<file path="src/rtl/wm_pkg.sv">
// Shared types and widths for the washing-machine controller (wm_top, wm_timer).
package wm_pkg;

    localparam int STATE_W = 3;
    localparam int TIMER_W = 4;

    localparam logic [TIMER_W-1:0] TIMER_MAX = '1;

    typedef enum logic [STATE_W-1:0] {
        ST_OFF     = 3'b000,
        ST_FILL    = 3'b001,
        ST_WASH    = 3'b010,
        ST_DRAIN   = 3'b011,
        ST_RINSE   = 3'b100,
        ST_SPIN    = 3'b101,
        ST_DONE    = 3'b110,
        ST_ILLEGAL = 3'b111
    } state_t;

    // Timed phases are the contiguous encodings FillWater..Spin.
    function automatic logic is_timed(input state_t s);
        return (s >= ST_FILL) && (s <= ST_SPIN);
    endfunction

endpackage

</file>
<file path="src/rtl/wm_timer.sv">
// Phase timer: counts enabled cycles, clears on request, saturates at TIMER_MAX.
module wm_timer
    import wm_pkg::*;
(
    input  logic               clk,
    input  logic               reset,
    input  logic               enable,
    input  logic               clear,
    output logic [TIMER_W-1:0] count
);

    always_ff @(posedge clk or negedge reset) begin
        if (!reset) begin
            count <= '0;
        end else if (clear) begin
            count <= '0;
        end else if (enable && (count != TIMER_MAX)) begin
            count <= count + TIMER_W'(1);
        end
    end

endmodule

</file>
<file path="src/rtl/wm_top.sv">
// Washing-machine sequencer: Off -> Fill -> Wash -> Drain -> Rinse -> Spin -> Done -> Off.
// Define WM_STATE_OUT_EN to add the state_out port exposing the current state.
module wm_top
    import wm_pkg::*;
#(
    parameter int FILL_CYCLES  = 5,
    parameter int WASH_CYCLES  = 15,
    parameter int DRAIN_CYCLES = 5,
    parameter int RINSE_CYCLES = 10,
    parameter int SPIN_CYCLES  = 10
) (
    input  logic       clk,
    input  logic       reset,
    input  logic       start_button,
    input  logic       pause_button,
    output logic       out
`ifdef WM_STATE_OUT_EN
    ,
    output logic [2:0] state_out
`endif
);

    // Last counter value of each phase; expiry happens on the edge that sees it.
    localparam logic [TIMER_W-1:0] FILL_LAST  = TIMER_W'(FILL_CYCLES - 1);
    localparam logic [TIMER_W-1:0] WASH_LAST  = TIMER_W'(WASH_CYCLES - 1);
    localparam logic [TIMER_W-1:0] DRAIN_LAST = TIMER_W'(DRAIN_CYCLES - 1);
    localparam logic [TIMER_W-1:0] RINSE_LAST = TIMER_W'(RINSE_CYCLES - 1);
    localparam logic [TIMER_W-1:0] SPIN_LAST  = TIMER_W'(SPIN_CYCLES - 1);

    state_t             state_q;
    state_t             next_state;
    logic [TIMER_W-1:0] count;
    logic [TIMER_W-1:0] last;
    logic               timed;
    logic               enable;
    logic               expire;
    logic               clear;

    always_ff @(posedge clk or negedge reset) begin
        if (!reset) begin
            state_q <= ST_OFF;
            out     <= 1'b0;
        end else begin
            state_q <= next_state;
            out     <= (next_state == ST_DONE);
        end
    end

    always_comb begin
        next_state = state_q;
        last       = '0;
        timed      = is_timed(state_q);
        enable     = timed && !pause_button;

        case (state_q)
            ST_FILL:  last = FILL_LAST;
            ST_WASH:  last = WASH_LAST;
            ST_DRAIN: last = DRAIN_LAST;
            ST_RINSE: last = RINSE_LAST;
            ST_SPIN:  last = SPIN_LAST;
            default:  last = '0;
        endcase

        expire = enable && (count == last);

        case (state_q)
            ST_OFF:   if (start_button && !pause_button) next_state = ST_FILL;
            ST_FILL:  if (expire) next_state = ST_WASH;
            ST_WASH:  if (expire) next_state = ST_DRAIN;
            ST_DRAIN: if (expire) next_state = ST_RINSE;
            ST_RINSE: if (expire) next_state = ST_SPIN;
            ST_SPIN:  if (expire) next_state = ST_DONE;
            ST_DONE:  next_state = ST_OFF;
            default:  next_state = ST_OFF;
        endcase

        // Every phase starts counting from zero; Off/Done keep the timer parked.
        clear = (next_state != state_q) || !timed;
    end

    wm_timer u_timer (
        .clk    (clk),
        .reset  (reset),
        .enable (enable),
        .clear  (clear),
        .count  (count)
    );

`ifdef WM_STATE_OUT_EN
    assign state_out = state_q;
`endif

endmodule

</file>
<file path="config.mk">
export PLATFORM = sky130hd
export DESIGN_NAME = wm_top
export DESIGN_NICKNAME = d
export VERILOG_FILES = /design/src/rtl/wm_pkg.sv /design/src/rtl/wm_timer.sv /design/src/rtl/wm_top.sv
export SDC_FILE = /design/constraint.sdc
export NUM_CORES = 1
export LEC_CHECK = 0
export BUFFER_PORTS_ARGS = -buffer_cell sky130_fd_sc_hd__buf_2
export CAP_MARGIN = 0
export CORE_AREA = 3 3 40 42
export DETAILED_ROUTE_END_ITERATION = 8
export DIE_AREA = 0 0 43 45
export MAX_ROUTING_LAYER = met4
export PLACE_DENSITY_LB_ADDON = 0.05
export SLEW_MARGIN = 10
export SYNTH_ARGS = -nofsm -noshare
export SYNTH_HDL_FRONTEND = slang
export SYNTH_SLANG_ARGS = --single-unit
</file>
<file path="constraint.sdc">
create_clock -name clk -period 1.7 [get_ports clk]
set_clock_uncertainty 0.1 [all_clocks]
set_input_delay 0.085 -clock clk [delete_from_list [all_inputs] [get_ports clk]]
set_output_delay 0.085 -clock clk [all_outputs]
set_load 0.1 [all_outputs]
</file>
==> reports/results.ini <==
[run_status]
status=completed

[setup_path]
worstPathArrival_ns=1.71
cp_slowest_stage_delay_ns=0.41
worstReg2RegStart=u_timer.count[1]
cp.required_ns=1.73
endpoint_kind=flip-flop
path_class=flip-flop to flip-flop
worstPathCellList=or3b_1 > a21oi_2 > o21ai_2 > or2_1 > o211a_1
cp_slowest_cell=dfrtp_1
cp-start-kind=flip-flop
crit_fanout=4
worstSetupStartpoint=u_timer.count[1]

[clocking]
cts_tree=yes
clkSlewWorstSetupHoldPaths_ns=0.05
h-tree-depth=1
cts_root_buf=clkbuf_4
cts_made_buffers=3
clock_latency_ns=0.25
cts.sinks=8
clock_path_buffers=2

[pwr]
p_per_area_mw_per_mm2=1560
p_total_uw=1130
peakVddDrop_mv=0.833
p_leak_uw=0.000323

[global_routing]
grt_util_met1_pct=16.5
grt_first_pass_wirelength_microns=2060
grt_max_degree=12
grt_util_all_layers_pct=15.2
met2_usage_pct=25.1
grtUsageMet3_pct=5.18
grt_most_used_layer=met2
grt_pass1_vias=481
antenna_found_initial=0
gr-total-overflow=0

[synth]
synthTopCellsByCount=9 x nor2_1, 8 x dfrtp_1, 4 x nor3_1
syn_area_per_cell_sq_um=8.84
async_flop_share_pct=100
synth_cells=62
synth_seq_cells=8
synth_nets=67
ys.flop_type=dfrtp_1
yosysSeqAreaShare_pct=36.5
synth-edff-count=0
yosysMostFrequentCell=nor2_1
syn_area_sq_um=548
yosysUniqueCellTypes=34
synth_top_area_share_pct=36.5
yosysTopAreaCell=dfrtp_1
synth.area.top_cells=dfrtp_1 37%, nor2_1 6.2%, xor2_1 4.8%
synth_warnings=0

[layout]
fillers=134
fin_util_pct=56.4
antenna_cells=0
final_area_sq_um=724
regArea_sq_um=200
area_growth_pct=32.2
multi_input_area_sq_um=343
drive_above_1_share_pct=34.6
nNetsFinal=85
fin_cells=93

[detailed_routing]
routed_via_density=5.68
wl_microns=1280
drcViolationCount=0
first_pass_iters=4
vias=528
drtAntennaViolNets=0
wl_per_cell_microns=13.7
drt_iter0_markers=9

[die]
row_count=13
die_h_microns=45
start_util_pct=42.6
ios=5
core_sq_mm=0.00128
die_w_microns=43
dieArea_sq_mm=0.00194

[place]
dp.cells=87
io_buffers=4
dpl_cell_area_sq_um=656
gp_congestion=0.773
dp_hpwl_microns=961

[sta]
fmax_mhz=596
final.min_clock_period_ns=1.68
rsz0062_at_grt=true
max_slew_margin_pct=67.5
tightestPinTransition_ns=0.491
finalCritPeriodShare_pct=98.7
finalHoldViolations=0
final_max_slew_viol_count=0
finalSetupViolations=0

[flow_run]
drv_cap=0

[hold_path]
hp-class=primary input to async pin

==> registers in the layout, indices dropped and copies added, names as in the netlist <==
signal and flops:
state_q 3, out 1, u_timer.count 4
==> timing repair <==
action                     4_1_cts  5_1_grt
hold endpoints to repair         8        0
setup endpoints to repair        0        6
hold buffers                     1        0
resized for setup                0        6
buffers inserted                 0        2
==> through the flow <==
stage	worst slack [ns]	TNS, ns	hold WS (ns)
after global placement	0.0676	0	-0.165
final	0.0220	0	0.108
after global routing	-0.0511	-0.156	0.121
after floorplan	0.0707	0	-0.311
after CTS	0.0298	0	0.103
after detailed placement	0.0488	0	-0.164
==> placed cells by master, fill, tap and decap left out, types with 2 or more instances in the layout <==
master / Yosys / final
nand2_1: 2 / 2
nor2_1: 9 / 9
a21oi_2: 1 / 2
inv_1: 2 / 2
buf_2: 3 / 4
dfrtp_1: 8 / 8
nor3_1: 4 / 2
a21oi_1: 3 / 2
xor2_1: 3 / 3
buf_4: 0 / 11
clkbuf_4: 0 / 3
nor3_2: 0 / 2
nand2b_1: 3 / 3
==> area by class of cell <==
cell class | instances | area share [%]
Inverter | 2 | 1.04
Clock buffer | 3 | 3.11
Tap cell | 15 | 2.59
Sequential cell | 8 | 27.6
Multi-Input combinational cell | 48 | 47.3
Timing Repair Buffer | 17 | 18.3
==> path summary, 6_finish.rpt <==
check                              endpoint  slack [ns]  depth (start not counted)
min in group clk                        out        0.12                          4
setup reg to reg                 state_q[0]        0.02                          5
setup / recovery                 state_q[0]        0.02                          5
hold / removal                   state_q[1]        0.11                          2
hold reg to reg            u_timer.count[3]        0.54                          3
max in group asynchronous  u_timer.count[1]        1.23                          2
==> worst max-delay path, delay by kind of cell, from the launching register on <==
| family | cells | cell delay (ns) |
|---|---|---|
| AOI/OAI and AO/OA | 3 | 0.45 |
| DFF | 1 | 0.41 |
| and+or+nand+nor | 2 | 0.61 |
==> cells by family after synthesis <==
family,synth area share (%)
and+or+nand+nor,30.1
AOI/OAI and AO/OA,18.0
DFF,36.5
buffers and inverters,4.79
xor gates and xnor gates,6.39
muxes,1.83
adders and majority gates,2.28
==> per-layer routing <==
| layer | routed length [microns] | part of all wire, % | up-vias |
|---|---|---|---|
| li1 | - | - | 254 |
| met1 | 563 | 44 | 260 |
| met2 | 649 | 51 | 12 |
| met3 | 53 | 4.2 | 2 |
| met4 | 10 | 0.78 | 0 |
| met5 | 0 | 0 | - |
==> power by group <==
| part | leakage (uW) | switching, uW | internal, uW | total [uW] |
|---|---|---|---|---|
| clock network | 0.0000138 | 58.7 | 80.4 | 139 |
| registers | 0.000102 | 86.4 | 255 | 342 |
| logic | 0.000208 | 308 | 343 | 651 |
No activity file was read; power rests on OpenSTA's default activity.
